===== config.mk =====
export PLATFORM = sky130hd
export DESIGN_NAME = rptr_empty_lvl
export DESIGN_NICKNAME = d
export VERILOG_FILES = /design/src/rtl/rptr_empty_lvl.sv
export SDC_FILE = /design/constraint.sdc
export NUM_CORES = 1
export LEC_CHECK = 0
export ABC_CLOCK_PERIOD_IN_PS = 6250
export CORE_MARGIN = 2
export CORE_UTILIZATION = 48
export DETAILED_ROUTE_END_ITERATION = 7
export PLACE_DENSITY = 0.83
export SETUP_SLACK_MARGIN = 0.5
export SLEW_MARGIN = 10
export SYNTH_ARGS = -nofsm -noshare
export SYNTH_HDL_FRONTEND = slang
export SYNTH_SLANG_ARGS = --single-unit

===== constraint.sdc =====
create_clock -name rclk -period 6.25 [get_ports rclk]
set_input_delay 0.625 -clock rclk [delete_from_list [all_inputs] [get_ports rclk]]
set_output_delay 0.625 -clock rclk [all_outputs]
set_load 0.05 [all_outputs]

===== src/rtl/rptr_empty_lvl.sv =====
// Read-side pointer, empty, fill-level, almost-empty and underflow tracking for the async FIFO.
// Every register sits in the rclk domain; rq2_wptr arrives already synchronised.
module rptr_empty_lvl #(
  parameter int unsigned ADDRSIZE = 4
) (
  input  logic                rclk,
  input  logic                rrst,
  input  logic                rinc,
  input  logic [ADDRSIZE:0]   rq2_wptr,
  input  logic [ADDRSIZE:0]   rae_thresh,
  input  logic                rerr_clr,
  output logic                rempty,
  output logic                ralmost_empty,
  output logic [ADDRSIZE-1:0] raddr,
  output logic [ADDRSIZE:0]   rptr,
  output logic [ADDRSIZE:0]   rcount,
  output logic                runderflow
);

  localparam int unsigned PW = ADDRSIZE + 1;

  logic [PW-1:0] rbin;
  logic [PW-1:0] rbinnext;
  logic [PW-1:0] rgraynext;
  logic [PW-1:0] wbin_s;
  logic [PW-1:0] rcount_next;
  logic          rd_ok;
  logic          rempty_next;
  logic          ralmost_empty_next;
  logic          runderflow_next;

  // Next-state pointer, level and flag logic
  always_comb begin
    rd_ok              = 1'b0;
    rbinnext           = rbin;
    rgraynext          = '0;
    wbin_s             = '0;
    rcount_next        = '0;
    rempty_next        = 1'b1;
    ralmost_empty_next = 1'b1;
    runderflow_next    = runderflow;

    rd_ok     = rinc & ~rempty;
    rbinnext  = rbin + PW'(rd_ok);
    rgraynext = (rbinnext >> 1) ^ rbinnext;

    // Gray-to-binary as an XOR prefix from the MSB down
    wbin_s[PW-1] = rq2_wptr[PW-1];
    for (int i = int'(PW) - 2; i >= 0; i--) begin
      wbin_s[i] = wbin_s[i+1] ^ rq2_wptr[i];
    end

    rcount_next        = wbin_s - rbinnext;
    rempty_next        = (rgraynext == rq2_wptr);
    ralmost_empty_next = (rcount_next <= rae_thresh);

    // A fresh underflow takes priority over a clear on the same edge
    if (rinc && rempty) begin
      runderflow_next = 1'b1;
    end else if (rerr_clr) begin
      runderflow_next = 1'b0;
    end
  end

  always_ff @(posedge rclk) begin
    if (rrst) begin
      rbin          <= '0;
      rptr          <= '0;
      rempty        <= 1'b1;
      ralmost_empty <= 1'b1;
      rcount        <= '0;
      runderflow    <= 1'b0;
    end else begin
      rbin          <= rbinnext;
      rptr          <= rgraynext;
      rempty        <= rempty_next;
      ralmost_empty <= ralmost_empty_next;
      rcount        <= rcount_next;
      runderflow    <= runderflow_next;
    end
  end

  assign raddr = rbin[ADDRSIZE-1:0];

endmodule


==> impl_metrics.csv <==
group,metric,value,unit
outcome,status,"completed",
synth,ys_ff_latch,17,
critical_path,crit_family,"XOR/XNOR gates",
min_path,min_from,"runderflow$_SDFFE_PP0P_",
final_layout,drive_above_1_share,4.48,%
routing,drc,0,
timing,whs,0.484,ns
final_layout,fin_nets,161,
timing,setup_tns,0,ns
cts,htree_levels,1,
routing,viasPerCell,4.86,
timing,max_freq,278,MHz
routing,vias,783,
final_layout,utilization,68.9,%
cts,cts_setup_buffers,0,
grt,grt_pass1_vias,824,
critical_path,worst_path_max_delay_cell,"clkdlybuf4s50_1",
power_and_ir_drop,peakVddDrop,0.210,mV
min_path,min_path_cells,2,
critical_path,critical_path_class,"in -> reg",
cts,clock_path_buffers,2,
final_layout,layout_common_cells,"clkdlybuf4s50_1, dfxtp_1, ha_1",
routing,dr.pass1.iters,4,
critical_path,crit_chain,"clkdlybuf4s50_1 > xor2_1 > xnor2_1 > xor2_1 > xor2_1 > ha_1 > fa_1 > inv_1 > a21o_1 > a21oi_1 > xnor2_1 > ha_1 > and3_1 > a31oi_1 > o21ai_0",
grt,grt_antenna_before_repair,0,
min_path,hold_class,"reg -> reg",
job,cap_violations,0,
synth,synth_compound_area_share,8.41,%
synth,synth_fa_ha_area_share,16.3,%
timing,fin_skew,0.00459,ns
timing,post-route-period-util,57.6,%
critical_path,r2r-end,"ralmost_empty$_SDFF_PP1_",
floorplanning,dieWidth,48.9,um
timing,rsz0062_at_grt,"no",
synth,synth_area,967,um2
synth,ys_seq_area_share,35.2,%
synth,synthCells,101,
grt,grt_pass1_wl,3350,um
routing,drtAntennaViolNets,0,
final_layout,final_common_cell,"clkdlybuf4s50_1",
synth,synth_simple_gate_area_share,15.9,%
timing,period_needed,3.60,ns
placement,port_buffers,30,
floorplanning,top_level_ports,31,
cts,clk_latency,0.30,ns
synth,synth_cell_type_count,27,
critical_path,ff2ff_path_depth,13,
cts,path_clk_slew,0.09,ns
cts,hold_buffers,0,
routing,avgRoutedWirePerCell,11.7,um
critical_path,cpMostUsedCell,"xor2_1",
synth,yosys_warnings,0,
cts,cts_sinks,17,
critical_path,cp.required,6.43,ns
floorplanning,initial_utilization,50.3,%
routing,dr.first_iter.drc_count,10,
power_and_ir_drop,power_density,244,nW/um2
grt,gr-usage-met1,20.3,%
synth,synth_top_family_by_area,"XOR/XNOR gates",
timing,slew_viol_final,0,
timing,tightest_slew,0.620,ns
placement,routabilityCongestion,0.787,
cts,cts_resized,0,
critical_path,slowest_delay,0.52,ns
min_path,holdPathEnd,"runderflow$_SDFFE_PP0P_",
final_layout,syn_to_final_growth,36.9,%
critical_path,cp.arrival,3.78,ns
synth,synth.area.mux_share,1.03,%
floorplanning,coreArea,1920,um2
critical_path,worstPathMaxFanout,3,
placement,hpwlAfterDp,1520,um
final_layout,n_antenna_cell,0,
placement,pre_cts_ws,2.31,ns
critical_path,start_kind,"primary input",
cts,tritoncts,"yes",
synth,avgSynthCellArea,9.58,um2
grt,grt_max_degree,18,
grt,gr-usage-met2,31.5,%
routing,totalWireLength,1880,um
grt,busiest_layer,"met2",
floorplanning,die_area,2390,um2
synth,synth_xor_area_share,18.9,%
critical_path,path_buf_inv,2,
timing,hold_violations,0,
floorplanning,die_h,48.9,um
critical_path,reg2reg_from,"rempty$_SDFF_PP1_",
critical_path,reg2reg_setup_slack,3.24,ns
timing,relSlewSlack,58.5,%
power_and_ir_drop,power.leakage,0.574,nW
timing,fin_ws,2.65,ns
grt,use_met3,2.76,%
cts,cts_root_buf,"clkbuf_4",
critical_path,critPathCaptureType,"register",
cts,cts_buffers,3,
synth,syn-num-nets,127,
grt,grt-ovfl-total,0,
grt,track_usage,18.4,%
timing,setup_violations,0,
floorplanning,rows,16,
[registers in the layout, indices dropped and copies added (netlist names)]
name,cells
rcount,5
rptr,5
rbin,4
ralmost_empty,1
rempty,1
runderflow,1
[where the power goes]
part	switching, W	internal [W]	total (W)
registers	0.00000359	0.000119	0.000122
logic	0.0000802	0.0000613	0.000142
clock network	0.0000346	0.0000249	0.0000595
total	0.000118	0.000205	0.000323
[routing by layer]
layer  vias up  share of wire, %
li1        394                 -
met5         -                 0
met3         6               3.2
met4         0               2.6
met2        20                50
met1       363                44
[cells in the mapped netlist]
cell       n  area share [%]
mux2i_1    1             1.0
dfxtp_1   17              35
a31oi_1    1            0.65
nor3b_1    1            0.78
and3_1     1            0.65
nand2b_1   2             1.3
nand3_1    1            0.52
a41o_1     1             1.0
nor2_1    10             3.9
nand2_1    3             1.2
xor2_1     9             8.2
and3_2     1            0.78
o21a_1     3             2.3
clkbuf_1   1            0.39
xor2_2     1             1.7
a21boi_0   1            0.78
o21ai_0    1            0.52
and4b_1    1             1.0
nor2b_1    6             3.9
a21oi_1    3             1.6
a21o_1     2             1.6
inv_1     10             3.9
fa_1       1             2.1
nor4_2     1             1.3
nand4_1    1            0.65
ha_1      11              14
xnor2_1   10             9.1
[cells by family after synthesis]
group | count (synthesis)
AO/OA/AOI/OAI | 12
XOR/XNOR | 20
adder cells (fa/ha/maj) | 12
buffers and inverters | 11
flip-flops | 17
multiplexers | 1
AND/OR/NAND/NOR | 28
[layout make-up]
type	instances	area [um2]
Fill cell	167	598
Multi-Input combinational cell	73	586
Sequential cell	17	340
Timing Repair Buffer	30	300
Inverter	10	37.5
Tap cell	27	33.8
Clock buffer	4	26.3
[worst register-to-register path: stages (launching register included)]
cell     delay [ns]
dfxtp_1        0.37
nor2b_1        0.07
ha_1           0.24
xnor2_1        0.42
inv_1          0.19
fa_1           0.48
inv_1          0.08
a21o_1         0.10
a21oi_1        0.08
xnor2_1        0.18
ha_1           0.27
and3_1         0.17
a31oi_1        0.15
o21ai_0        0.10
[through the flow]
stage	power [W]	cell area, um2	instances
2_1_floorplan	0.000225	967	101
3_3_place_gp	0.000264	1300	157
3_5_place_dp	0.000268	1300	157
4_1_cts	0.000329	1320	161
5_1_grt	0.000347	1320	161
6_report	0.000323	1320	161
[worst max path at each step]
stage                 from                  endpoint  slack (ns)  depth (start not counted)
6_report       rq2_wptr[4]  ralmost_empty$_SDFF_PP1_        2.65                         15
5_1_grt        rq2_wptr[4]  ralmost_empty$_SDFF_PP1_        2.37                         15
4_1_cts        rq2_wptr[4]  ralmost_empty$_SDFF_PP1_        2.63                         15
3_5_place_dp   rq2_wptr[4]  ralmost_empty$_SDFF_PP1_        2.31                         15
3_3_place_gp   rq2_wptr[4]  ralmost_empty$_SDFF_PP1_        2.38                         15
2_1_floorplan  rq2_wptr[4]  ralmost_empty$_SDFF_PP1_        3.06                         13
Note: power is estimated with default switching activity, not from simulation.
